$ cat src/rtl/stepper_sequencer_if.sv
// Handshake/bus bundle between the motion planner and stepper_sequencer.
// master = command side (planner), slave = sequencer side.
interface stepper_sequencer_if #(
  parameter int N_CH   = 3,
  parameter int STEP_W = 16,
  parameter int DIV_W  = 16
);
  logic [N_CH*STEP_W-1:0] steps_in;
  logic [DIV_W-1:0]       half_period;
  logic                   start;
  logic                   abort;
  logic                   ready;
  logic                   busy;
  logic                   done;
  logic                   aborted;
  logic [N_CH-1:0]        step_out;
  logic [N_CH-1:0]        step_dir;

  modport master (
    output steps_in, half_period, start, abort,
    input  ready, busy, done, aborted, step_out, step_dir
  );

  modport slave (
    input  steps_in, half_period, start, abort,
    output ready, busy, done, aborted, step_out, step_dir
  );
endinterface

$ cat src/rtl/stepper_sequencer.sv
// Multi-channel stepper step/direction pulse generator with ready/done handshake.
// Optional macro STEP_COORD_EN selects coordinated (Bresenham) stepping across channels.
module stepper_sequencer #(
  parameter int N_CH      = 3,
  parameter int STEP_W    = 16,
  parameter int DIV_W     = 16,
  parameter int DIR_SETUP = 4
) (
  input  logic                drive_clock,
  input  logic                reset_n,
  stepper_sequencer_if.slave  bus
);
  localparam int SETUP_W = (DIR_SETUP > 1) ? $clog2(DIR_SETUP) : 1;
  localparam logic [SETUP_W-1:0] SETUP_LOAD = SETUP_W'(DIR_SETUP - 1);

  typedef enum logic [1:0] {IDLE = 2'd0, SETUP = 2'd1, RUN = 2'd2, FINISH = 2'd3} state_t;

  state_t                       state_r;
  logic [N_CH-1:0][STEP_W-1:0]  mag_r, mag_s;
  logic [N_CH-1:0]              sign_s;
  logic [STEP_W-1:0]            max_r, max_s;
  logic [STEP_W-1:0]            period_r, period_next_s;
  logic [DIV_W-1:0]             half_r, phase_cnt_r;
  logic [SETUP_W-1:0]           setup_cnt_r;
  logic                         phase_high_r;
  logic [N_CH-1:0]              step_next_s;
  logic                         ready_r, busy_r, done_r, aborted_r;
  logic [N_CH-1:0]              step_out_r, step_dir_r;

  assign bus.ready    = ready_r;
  assign bus.busy     = busy_r;
  assign bus.done     = done_r;
  assign bus.aborted  = aborted_r;
  assign bus.step_out = step_out_r;
  assign bus.step_dir = step_dir_r;

  // Magnitudes, signs and largest magnitude of the offered counts; -2^(STEP_W-1) maps to 2^(STEP_W-1).
  always_comb begin
    max_s  = '0;
    mag_s  = '0;
    sign_s = '0;
    for (int i = 0; i < N_CH; i++) begin
      sign_s[i] = bus.steps_in[i*STEP_W + STEP_W - 1];
      if (sign_s[i]) begin
        mag_s[i] = STEP_W'(0) - bus.steps_in[i*STEP_W +: STEP_W];
      end else begin
        mag_s[i] = bus.steps_in[i*STEP_W +: STEP_W];
      end
      if (mag_s[i] > max_s) begin
        max_s = mag_s[i];
      end else begin
        max_s = max_s;
      end
    end
  end

  // Index of the period about to begin.
  always_comb begin
    case (state_r)
      SETUP:   period_next_s = '0;
      RUN:     period_next_s = period_r + STEP_W'(1);
      default: period_next_s = '0;
    endcase
  end

`ifdef STEP_COORD_EN
  logic [N_CH-1:0][STEP_W:0] acc_r, acc_sum_s, acc_next_s;
  logic                      period_start_s;

  assign period_start_s = !bus.abort &&
                          (((state_r == SETUP) && (setup_cnt_r == '0)) ||
                           ((state_r == RUN) && (phase_cnt_r == '0) && !phase_high_r &&
                            (period_r != max_r - STEP_W'(1))));

  // Bresenham decision: step whenever the accumulator reaches the longest move.
  always_comb begin
    acc_sum_s   = '0;
    acc_next_s  = '0;
    step_next_s = '0;
    for (int i = 0; i < N_CH; i++) begin
      acc_sum_s[i] = acc_r[i] + {1'b0, mag_r[i]};
      if (acc_sum_s[i] >= {1'b0, max_r}) begin
        step_next_s[i] = 1'b1;
        acc_next_s[i]  = acc_sum_s[i] - {1'b0, max_r};
      end else begin
        step_next_s[i] = 1'b0;
        acc_next_s[i]  = acc_sum_s[i];
      end
    end
  end

  // Accumulators advance once per period and restart with each accepted move.
  always_ff @(posedge drive_clock) begin
    if (!reset_n) begin
      acc_r <= '0;
    end else if ((state_r == IDLE) && bus.start) begin
      acc_r <= '0;
    end else if (period_start_s) begin
      acc_r <= acc_next_s;
    end else begin
      acc_r <= acc_r;
    end
  end
`else
  // Independent stepping: a channel pulses in its first m_i periods only.
  always_comb begin
    step_next_s = '0;
    for (int i = 0; i < N_CH; i++) begin
      if (period_next_s < mag_r[i]) begin
        step_next_s[i] = 1'b1;
      end else begin
        step_next_s[i] = 1'b0;
      end
    end
  end
`endif

  // Move sequencer with registered handshake and pulse outputs.
  always_ff @(posedge drive_clock) begin
    if (!reset_n) begin
      state_r      <= IDLE;
      mag_r        <= '0;
      max_r        <= '0;
      period_r     <= '0;
      half_r       <= '0;
      phase_cnt_r  <= '0;
      setup_cnt_r  <= '0;
      phase_high_r <= 1'b0;
      ready_r      <= 1'b1;
      busy_r       <= 1'b0;
      done_r       <= 1'b0;
      aborted_r    <= 1'b0;
      step_out_r   <= '0;
      step_dir_r   <= '0;
    end else begin
      done_r <= 1'b0;
      case (state_r)
        IDLE: begin
          if (bus.start) begin
            mag_r       <= mag_s;
            max_r       <= max_s;
            step_dir_r  <= sign_s;
            half_r      <= (bus.half_period == '0) ? DIV_W'(1) : bus.half_period;
            period_r    <= '0;
            setup_cnt_r <= SETUP_LOAD;
            ready_r     <= 1'b0;
            busy_r      <= 1'b1;
            if (max_s == '0) begin
              state_r   <= FINISH;
              done_r    <= 1'b1;
              aborted_r <= 1'b0;
            end else begin
              state_r <= SETUP;
            end
          end
        end
        SETUP: begin
          if (bus.abort) begin
            state_r    <= FINISH;
            step_out_r <= '0;
            done_r     <= 1'b1;
            aborted_r  <= 1'b1;
          end else if (setup_cnt_r == '0) begin
            state_r      <= RUN;
            period_r     <= period_next_s;
            step_out_r   <= step_next_s;
            phase_high_r <= 1'b1;
            phase_cnt_r  <= half_r - DIV_W'(1);
          end else begin
            setup_cnt_r <= setup_cnt_r - SETUP_W'(1);
          end
        end
        RUN: begin
          if (bus.abort) begin
            state_r    <= FINISH;
            step_out_r <= '0;
            done_r     <= 1'b1;
            aborted_r  <= 1'b1;
          end else if (phase_cnt_r != '0) begin
            phase_cnt_r <= phase_cnt_r - DIV_W'(1);
          end else if (phase_high_r) begin
            step_out_r   <= '0;
            phase_high_r <= 1'b0;
            phase_cnt_r  <= half_r - DIV_W'(1);
          end else if (period_r == max_r - STEP_W'(1)) begin
            state_r   <= FINISH;
            done_r    <= 1'b1;
            aborted_r <= 1'b0;
          end else begin
            period_r     <= period_next_s;
            step_out_r   <= step_next_s;
            phase_high_r <= 1'b1;
            phase_cnt_r  <= half_r - DIV_W'(1);
          end
        end
        FINISH: begin
          state_r   <= IDLE;
          ready_r   <= 1'b1;
          busy_r    <= 1'b0;
          aborted_r <= 1'b0;
        end
        default: begin
          state_r    <= IDLE;
          ready_r    <= 1'b1;
          busy_r     <= 1'b0;
          aborted_r  <= 1'b0;
          step_out_r <= '0;
        end
      endcase
    end
  end
endmodule

$ cat src/flat_wrapper.sv
// flat-port wrapper written by rule: the top's interface ports become plain ports
module stepper_sequencer_flat 
#(
  parameter int N_CH      = 3,
  parameter int STEP_W    = 16,
  parameter int DIV_W     = 16,
  parameter int DIR_SETUP = 4
)
  (drive_clock, reset_n, bus_steps_in, bus_half_period, bus_start, bus_abort, bus_ready, bus_busy, bus_done, bus_aborted, bus_step_out, bus_step_dir);
  stepper_sequencer_if #(.N_CH(N_CH), .STEP_W(STEP_W), .DIV_W(DIV_W)) bus_i ();
  input  logic drive_clock;
  input  logic reset_n;
  input wire logic [$bits(bus_i.steps_in)-1:0] bus_steps_in;
  input wire logic [$bits(bus_i.half_period)-1:0] bus_half_period;
  input wire logic [$bits(bus_i.start)-1:0] bus_start;
  input wire logic [$bits(bus_i.abort)-1:0] bus_abort;
  output wire logic [$bits(bus_i.ready)-1:0] bus_ready;
  output wire logic [$bits(bus_i.busy)-1:0] bus_busy;
  output wire logic [$bits(bus_i.done)-1:0] bus_done;
  output wire logic [$bits(bus_i.aborted)-1:0] bus_aborted;
  output wire logic [$bits(bus_i.step_out)-1:0] bus_step_out;
  output wire logic [$bits(bus_i.step_dir)-1:0] bus_step_dir;
  assign bus_i.steps_in = bus_steps_in;
  assign bus_i.half_period = bus_half_period;
  assign bus_i.start = bus_start;
  assign bus_i.abort = bus_abort;
  assign bus_ready = bus_i.ready;
  assign bus_busy = bus_i.busy;
  assign bus_done = bus_i.done;
  assign bus_aborted = bus_i.aborted;
  assign bus_step_out = bus_i.step_out;
  assign bus_step_dir = bus_i.step_dir;
  stepper_sequencer #(.N_CH(N_CH), .STEP_W(STEP_W), .DIV_W(DIV_W), .DIR_SETUP(DIR_SETUP)) u_core (.drive_clock(drive_clock), .reset_n(reset_n), .bus(bus_i));
endmodule
$ cat config.mk
export PLATFORM = sky130hd
export DESIGN_NAME = stepper_sequencer_flat
export DESIGN_NICKNAME = d
export VERILOG_FILES = /design/src/rtl/stepper_sequencer_if.sv /design/src/rtl/stepper_sequencer.sv /design/src/flat_wrapper.sv
export SDC_FILE = /design/constraint.sdc
export NUM_CORES = 1
export LEC_CHECK = 0
export ABC_AREA = 1
export BUFFER_PORTS_ARGS = -buffer_cell sky130_fd_sc_hd__buf_2
export CORE_MARGIN = 4
export CORE_UTILIZATION = 45
export DETAILED_ROUTE_END_ITERATION = 8
export RECOVER_POWER = 100
export SYNTH_ARGS = -nofsm -noshare
export SYNTH_HDL_FRONTEND = slang
export SYNTH_SLANG_ARGS = --single-unit
$ cat constraint.sdc
create_clock -name drive_clock -period 11.8 [get_ports drive_clock]
set_input_delay 1.18 -clock drive_clock [delete_from_list [all_inputs] [get_ports drive_clock]]
set_output_delay 1.18 -clock drive_clock [all_outputs]
set_load 0.03 [all_outputs]
==> results.toml, run 1 <==
[synth]
synthFlopType = "dfxtp_1"
synthAdderAreaFrac_pct = 10.8
syn_nets = 1816
synth_xor_xnor_area_share_pct = 5.47
synth.area.top_cells = "dfxtp_1 24%, nand2_1 13%, ha_1 11%"
yosys.area_share.simple_pct = 31.3
yosys-top-cells-count = "373 x nand2_1, 261 x inv_1, 168 x nor2_1"
async_flop_share_pct = 0
ys.warnings.count = 0
synth_most_common_cell = "nand2_1"
synth.avg_cell_area_um2 = 6.27
synth_edf_count = 0
synth_seq_cells = 127
yosysTopAreaCell = "dfxtp_1"
syn_area_mm2 = 0.0104
synth_top_area_share_pct = 24.4
synthCells = 1658
ys_types = 48
yosysSeqAreaShare_pct = 24.4
synth_top_family_by_area = "simple AND/OR/NAND/NOR gates"
muxShareOfSynthArea_pct = 0
synth_compound_area_share_pct = 15.7

[grt]
grt_pass1_wl_mm = 49.0
grt_remaining_overflow = 0
antenna_found_initial = 0
grt_pass1_vias = 9527
grt_max_degree = 89
grt.total_usage_pct = 23.5

[outcome]
outcome = "finished, violations left"
violations = "capacitance limit, slew limit"

[power_and_ir_drop]
p_sw_mw = 1.11
p_total_mw = 2.47
p_sw_share_pct = 45.0
power_leakage_nw = 5.84
internal_power_mw = 1.36
p_clk_share_pct = 23.8
power_frac_comb_pct = 50.2
p_per_area_mw_per_mm2 = 214
seq_power_share_pct = 26.0
ir_worst_vdd_v = 0.000102

[placed_design]
post-place-cells = 1970
gp_congestion = 0.951
place_ws_ps = 4640
dpl_cell_area_mm2 = 0.0109
port_buffers = 77
dp_hpwl_mm = 23.7

[setup_path]
cpLargestDelayFamily = "simple AND/OR/NAND/NOR gates"
path_class = "in -> reg"
crit_top_cell = "nand2_1"
critical-path-max-stage-delay_ps = 530
critPathRequiredTime_ps = 12110
cp.arrival_ps = 7580
cp_max_fo = 26
crit_buf_inv = 6
worstSetupEndpointType = "register"
cp-start-kind = "input pin"
slowest_stage = "nand2_1"

[detailed_routing]
drt_wl_total_mm = 30.5
routed_via_density = 5.25
dr.pass1.iters = 8
postRouteAntennaNets = 0
wire_per_inst_um = 15.2
vias = 10518
drt_iter0_drc = 734
drc = 0

[clocking]
cts_hold_buf = 0
cts.sinks = 127
htreeDepth = 4
cts_root_buffer = "clkbuf_16"
cts_tree = "built"
cts_buffers = 17
cts.clk_slew.worst_paths_ps = 60
cts_resized = 0
clock_latency_ps = 430
clock_path_buffers = 2
post-cts-setup-buffer-count = 0

[timing]
fin_skew_ps = 11.4
setup_viol = 0
post-route-min-period_ps = 7270
tightest_slew_ps = 3430
finalCritPeriodShare_pct = 61.6
final.setup.tns_ps = 0
rsz0062_at_grt = "no"
hold_viol_final = 0
setup_ws_ps = 4530
slew_violations = 170
relSlewSlack_pct = -129
fmax_ghz = 0.138
whs_ps = 454

[final_layout]
seqCellArea_mm2 = 0.00254
post-route-cell-area_mm2 = 0.0115
diodes = 0
drive_gt1_share_pct = 7.75
fin_cells = 2002
nFillCells = 2376
syn_to_final_growth_pct = 10.8
final_nets = 1862
multi_input_area_mm2 = 0.00654
fin_util_pct = 50.7

[floorplan]
start_util_pct = 45.8
die_w_um = 160
core_mm2 = 0.0227
placementRows = 55
io_pins = 78
die-area_mm2 = 0.0256
die_h_um = 160

[min_path]
hold_class = "reg -> reg"

[job]
drv_cap = 3
power by group through the flow:
stage	Sequential, mW	Combinational (mW)	Clock [mW]
floorplan	0.647	0.962	0
global placement	0.646	1.23	0
finish	0.641	1.24	0.587
CTS	0.640	1.25	0.598
detailed placement	0.647	1.24	0
global route	0.657	1.42	0.614
worst paths after layout:
| path | cells past startpoint | slack, ps | start | to |
|---|---|---|---|---|
| max | 42 | 4530 | bus_steps_in[0] | u_core.bus.aborted |
| min | 1 | 450 | u_core.setup_cnt_r[0] | u_core.setup_cnt_r[0] |
| max reg2reg | 20 | 7740 | u_core.period_r[0] | u_core.bus.step_out[1] |
| min reg2reg | 1 | 450 | u_core.setup_cnt_r[0] | u_core.setup_cnt_r[0] |
placed cells by master (no fill, tap or decap), types with 5 or more instances in the layout:
cell type and n:
dfxtp_1 127, nor3_1 23, a31oi_1 8, a211oi_1 7, xnor2_1 14, o21a_1 5, o21ai_1 8, a21oi_1 135
nand2_1 376, clkbuf_1 13, or2_2 6, o211ai_1 14, nand4_1 35, nand3b_1 8, clkbuf_16 17, inv_1 262
ha_1 90, nor2_2 6, nand3_1 92, xor2_1 51, inv_2 10, nor2_1 171, buf_2 65, o21ai_0 115
nor4_1 12
metal layers:
metal  track usage (%)  routed length, um  up-vias
met5                 0                  0        -
met4              7.35                754        0
met3              3.72               1510       43
met2              36.5              13100      259
met1              33.5              15200     4752
li1                  -                  -     5464
final cells by class:
type                            count  share of cell area (%)
Sequential cell                   127                    22.1
Tap cell                          285                    3.09
Clock inverter                     12                    1.57
Timing Repair Buffer               82                    3.51
Clock buffer                       20                    4.05
Multi-Input combinational cell   1202                    56.8
Inverter                          274                    8.93
state kept, by name, indices dropped and copies added (netlist names), 2 cells and up:
register             cells
u_core.max_r            16
u_core.bus.step_out      3
u_core.setup_cnt_r       2
u_core.state_r           2
u_core.half_r           16
u_core.period_r         16
u_core.phase_cnt_r      16
u_core.mag_r            48
u_core.bus.step_dir      3
logic make-up (layout without fill, tap and decap cells):
kind of cell | count (synthesis) | in the layout
XOR/XNOR | 65 | 65
flip-flops | 127 | 127
AND/OR/NAND/NOR | 743 | 743
buffers and inverters | 329 | 388
adder cells (fa/ha/maj) | 90 | 90
AO/OA/AOI/OAI | 304 | 304
Power figures use the tool's default switching activity.
==> run 2: changes to the inputs <==
Settings changed: ABC_AREA 1 to 0, PLACE_DENSITY set to 0.65.
Clock period 11.8 ns to 5.9 ns, I/O delays scaled along.
==> run 2 against run 1 <==
The run ends with capacitance limit, slew limit, setup timing left. Register-to-register slack got worse by 6300 ps. Sequential share of layout area fell by 1.4 points. Die area fell by 7.4%. Design area rose by 6.8%. Synthesized area fell by 7.8%. Core utilization rose by 7.8 points. Sequential power rose by 95%. Critical endpoint unchanged. Largest cell class unchanged. Largest power group unchanged. Highest routed layer is now met5.
==> results.toml, run 2 <==
[setup_path]
critical-path-max-stage-delay_ps = 560
cp-start-kind = "input pin"
crit_buf_inv = 5
regToRegSetupSlack_ps = 1460
rr_endpoint = "u_core.phase_cnt_r[13]"
cpLargestDelayFamily = "simple AND/OR/NAND/NOR gates"
slowest_stage = "or4_4"
path_class = "in -> reg"
worstSetupEndpointType = "register"
r2r-start = "u_core.max_r[0]"
crit_top_cell = "ha_4"
critPathRequiredTime_ps = 6210
cp_max_fo = 6
crit_cells = 29
cp.arrival_ps = 6310
r2r_cells = 11

[timing]
fin_skew_ps = 13.2
relSlewSlack_pct = -91.6
setup_ws_ps = -101
post-route-min-period_ps = 6000
finalCritPeriodShare_pct = 102
slew_violations = 60
final.setup.tns_ps = -244
fmax_ghz = 0.167
tightest_slew_ps = 2870
setup_viol = 4
hold_viol_final = 0
rsz0062_at_grt = "yes"

[synth]
syn_area_mm2 = 0.00959
synth_most_common_cell = "nand2_1"
synthAdderAreaFrac_pct = 11.7
synth_top_family_by_area = "compound AO/OA/AOI/OAI gates"
synth_top_area_share_pct = 26.5
synth.area.top_cells = "dfxtp_1 27%, ha_1 12%, nand2_1 5.8%"
synth_xor_xnor_area_share_pct = 7.31
yosys-top-cells-count = "147 x nand2_1, 127 x dfxtp_1, 122 x nor2_1"
synth_edf_count = 0
syn_nets = 1441
synth_seq_cells = 127
synthCells = 1283
muxShareOfSynthArea_pct = 1.19
async_flop_share_pct = 0
synth.avg_cell_area_um2 = 7.47
ys_types = 70
yosys.area_share.simple_pct = 22.6
yosysTopAreaCell = "dfxtp_1"
synthFlopType = "dfxtp_1"
synth_compound_area_share_pct = 24.4
yosysSeqAreaShare_pct = 26.5
ys.warnings.count = 0

[grt]
grt.total_usage_pct = 24.3
grt_max_degree = 91
antenna_found_initial = 2
grt_remaining_overflow = 0
grt_pass1_wl_mm = 47.3
grt_pass1_vias = 9191

[placed_design]
gp_congestion = 0.910
dp_hpwl_mm = 22.2
dpl_cell_area_mm2 = 0.0111
port_buffers = 77

[final_layout]
syn_to_final_growth_pct = 28.3
seqCellArea_mm2 = 0.00254
top_register = "u_core.mag_r"
post-route-cell-area_mm2 = 0.0123
largest_reg_flops = 48
multi_input_area_mm2 = 0.00677
final_nets = 1624
layout_common_cells = "146 x nand2_1, 138 x buf_4, 127 x dfxtp_1"
nFillCells = 1906
mostFrequentLayoutCell = "nand2_1"
drive_gt1_share_pct = 21.8

[detailed_routing]
drc = 0
routed_via_density = 5.73
dr.pass1.iters = 6
wire_per_inst_um = 17.1
drt_wl_total_mm = 30.0
vias = 10050
drt_iter0_drc = 871
postRouteAntennaNets = 0

[clocking]
cts_root_buffer = "clkbuf_16"
cts_buffers = 17
clock_path_buffers = 2
htreeDepth = 4
clock_latency_ps = 430
cts.clk_slew.worst_paths_ps = 70
cts.sinks = 127
cts_tree = "built"

[floorplan]
start_util_pct = 45.6
die_h_um = 154
die-area_mm2 = 0.0237
io_pins = 78
placementRows = 53
die_w_um = 154
core_mm2 = 0.0210

[outcome]
violations = "capacitance limit, slew limit, setup timing"
outcome = "finished, violations left"

[power_and_ir_drop]
power_leakage_nw = 5.07
p_per_area_mw_per_mm2 = 380
ir_worst_vdd_v = 0.000232

[min_path]
whs_endpoint = "u_core.half_r[14]"
hold_class = "in -> reg"
min_from = "bus_half_period[14]"
hold_depth = 3

[job]
drv_cap = 1
run 2: cell count changes after synthesis, sizes merged, moves of 28 or more:
cell | previous run | this run
nand2 | 378 | 147
nand3 | 94 | 41
a21oi | 135 | 99
nor2 | 179 | 122
xnor2 | 14 | 42
a211oi | 7 | 53
inv | 272 | 91
o21ai | 123 | 79
run 2: stage by stage:
stage | total power [mW] | std cells | util (%) | hold slack (ps) | setup slack, ps
detailed placement | 3.37 | 1696 | 52.8 | 445 | -711
global placement | 3.33 | 1696 | 52.8 | 441 | -513
floorplan | 2.75 | 1283 | - | 432 | -340
finish | 4.68 | 1755 | 58.5 | 404 | -101
global route | 5.01 | 1755 | 58.5 | 394 | -278
CTS | 4.53 | 1740 | 56.5 | 387 | 1.26
run 2: layer usage:
layer  share of wire [%]  vias up  global-route usage [%]
li1                    -     4980                       -
met1                  46     4687                    34.3
met2                  45      328                    38.7
met3                 6.8       53                    3.69
met4                 2.3        2                    6.27
met5               0.030        -                       0
run 2: worst reg2reg max path, stage by stage (launching register included):
cell and delay, ps:
dfxtp_1 370, inv_1 90, ha_1 260, nor4b_1 770, nand4b_1 200, o21ai_0 280, nand4_1 200, nor3_1 500
nand2_1 210, o21bai_1 990, nor2_1 130, o221a_2 320
run 2: report_power, final:
part	internal (mW)	switching [mW]
clock network	0.679	0.444
logic	0.939	1.37
registers	1.08	0.174
run 2: how the worst max path moves through the flow:
| stage | startpoint | end | slack, ps |
|---|---|---|---|
| 6_report | bus_steps_in[0] | u_core.bus.aborted | -100 |
| 5_1_grt | bus_steps_in[0] | u_core.bus.done | -280 |
| 4_1_cts | bus_steps_in[0] | u_core.bus.aborted | 1 |
| 3_5_place_dp | bus_steps_in[0] | u_core.bus.done | -710 |
| 3_3_place_gp | bus_steps_in[21] | u_core.bus.aborted | -510 |
| 2_1_floorplan | bus_steps_in[21] | u_core.bus.aborted | -340 |
run 2: repair_timing:
action                                  in CTS  in global routing
gates resized for setup                     18                 70
endpoints found under the setup margin      19                 19
buffers inserted                            12                  9
gates cloned                                 0                  5
hold buffers                                 0                  0
pin swaps                                    7                 22
run 2: final cells by class:
type                    count  area share (%)
diodes                      1          0.0203
flip-flops and latches    127            20.7
clock buffers              17            3.46
inverters                  92            2.86
multi-input cells         995            55.0
repair buffers            233            13.6
clock inverters            15            1.60
well taps                 275            2.80
run 2: logic make-up (layout without fill, tap and decap cells):
kind of cell	Yosys count	count (layout)
other	0	1
AOI/OAI and AO/OA	361	361
DFF	127	127
buffers and inverters	161	357
and+or+nand+nor	453	453
adders and majority gates	90	90
xor gates and xnor gates	80	80
muxes	11	11
==> run 3: changes to the inputs <==
==> constraint.sdc (replaced) <==
create_clock -name drive_clock -period 5.9 [get_ports drive_clock]
set_input_delay 0.59 -clock drive_clock [delete_from_list [all_inputs] [get_ports drive_clock]]
set_output_delay 0.59 -clock drive_clock [all_outputs]
set_load 0.005 [all_outputs]
==> run 3 against run 2 <==
Critical endpoint unchanged. Worst hold slack got worse by 2.4 ps. Clock power barely moved. Non-clock buffer count did not move. Highest routed layer unchanged. Largest cell class unchanged. The flow still finishes with violations (capacitance limit, slew limit, setup timing). Setup slack improved by 1.4 ps. First-iteration DRC count rose by 1.8%. Die area did not move.
==> results.toml, run 3 (same netlist as run 2, synthesis figures left out) <==
[setup_path]
cpLargestDelayFamily = "simple AND/OR/NAND/NOR gates"
cp-start-kind = "input pin"
critPathRequiredTime_ps = 6210
path_class = "in -> reg"
cp.arrival_ps = 6310
critical-path-max-stage-delay_ps = 560
r2r-start = "u_core.max_r[0]"
worstSetupEndpointType = "register"
crit_top_cell = "ha_4"
cp-startpoint = "bus_steps_in[0]"
crit_buf_inv = 5
slowest_stage = "or4_4"
cp_max_fo = 6

[timing]
setup_ws_ps = -99.2
hold_viol_final = 0
fmax_ghz = 0.167
rsz0062_at_grt = "yes"
post-route-min-period_ps = 6000
finalCritPeriodShare_pct = 102
setup_viol = 5
relSlewSlack_pct = -91.3
tightest_slew_ps = 2870
fin_skew_ps = 12.8
slew_violations = 60

[final_layout]
top_register = "u_core.mag_r"
layout_common_cells = "146 x nand2_1, 138 x buf_4, 127 x dfxtp_1"
post-route-cell-area_mm2 = 0.0123
nFillCells = 1906
final_nets = 1624
largest_reg_flops = 48
multi_input_area_mm2 = 0.00677
mostFrequentLayoutCell = "nand2_1"
syn_to_final_growth_pct = 28.4
seqCellArea_mm2 = 0.00254
drive_gt1_share_pct = 22.1
fin_cells = 1755

[clocking]
htreeDepth = 4
clock_latency_ps = 430
cts_tree = "built"
cts.clk_slew.worst_paths_ps = 70
cts_hold_buf = 0
cts_root_buffer = "clkbuf_16"
clock_path_buffers = 2
cts.sinks = 127
cts_buffers = 17

[power_and_ir_drop]
power_leakage_nw = 5.09
p_per_area_mw_per_mm2 = 378
p_total_mw = 4.65
ir_worst_vdd_v = 0.000233

[detailed_routing]
routed_via_density = 5.72
dr.pass1.iters = 5
drt_wl_total_mm = 30.0
vias = 10030
drt_iter0_drc = 887
drc = 0
wire_per_inst_um = 17.1
postRouteAntennaNets = 0

[placed_design]
gp_congestion = 0.910
port_buffers = 77
dpl_cell_area_mm2 = 0.0111
post-place-cells = 1696
dp_hpwl_mm = 22.2

[grt]
grt_pass1_vias = 9191
grt_max_degree = 91
grt_remaining_overflow = 0
grt_pass1_wl_mm = 47.3
grt.total_usage_pct = 24.3
antenna_found_initial = 2

[outcome]
outcome = "finished, violations left"
violations = "capacitance limit, slew limit, setup timing"

[floorplan]
die-area_mm2 = 0.0237
core_mm2 = 0.0210
placementRows = 53
start_util_pct = 45.6
die_w_um = 154
io_pins = 78
die_h_um = 154

[min_path]
min_from = "bus_half_period[14]"
hold_class = "in -> reg"

[job]
drv_cap = 1
## run 3: power breakdown
group	switching [mW]	internal (mW)
Sequential	0.174	1.08
Combinational	1.33	0.942
Clock	0.446	0.679
Total	1.95	2.70
## run 3: metal layers
metal / routed length (um) / track usage, % / vias to the layer above / part of all wire (%)
met4: 723 / 6.27 / 2 / 2.4
met2: 13400 / 38.7 / 322 / 45
met1: 14000 / 34.3 / 4676 / 47
met3: 1870 / 3.69 / 58 / 6.2
met5: 9 / 0 / - / 0.030
li1: - / - / 4972 / -
## run 3: layout make-up
type                       instances  share of cell area [%]
multi-input combinational        995                    55.0
inverter                          92                    2.86
sequential                       127                    20.7
timing repair buffer             233                    13.6
clock inverter                    15                    1.60
clock buffer                      17                    3.46
tap                              275                    2.80
antenna                            1                  0.0203
## run 3: path summary, 6_finish.rpt
kind	depth (start not counted)	endpoint	slack, ps
worst max-delay path	29	u_core.bus.aborted	-100
worst min-delay path	3	u_core.half_r[14]	400
worst max register to register	11	u_core.phase_cnt_r[13]	1470
worst min register to register	2	u_core.mag_r[15]	450
## run 3: repair_timing
item                                    4_1_cts  5_1_grt
endpoints found under the setup margin       19       19
pin swaps                                     7       22
resized for setup                            18       70
cloned                                        0        5
setup buffers                                12        9
## run 3: worst register-to-register path, delay by kind of cell, from the launching register on
kind	cells	cell delay, ps
and+or+nand+nor	6	2000
AOI/OAI and AO/OA	3	1600
DFF	1	370
adders and majority gates	1	260
buffers and inverters	1	90
## run 3: stage by stage
stage	setup TNS (ps)	utilization (%)	hold WS, ps	setup slack (ps)
after floorplan	-1140	-	432	-340
after global placement	-6620	52.8	441	-513
after detailed placement	-10100	52.8	445	-711
after CTS	0	56.5	387	1.26
after global routing	-2910	58.6	394	-278
final	-227	58.6	402	-99.2
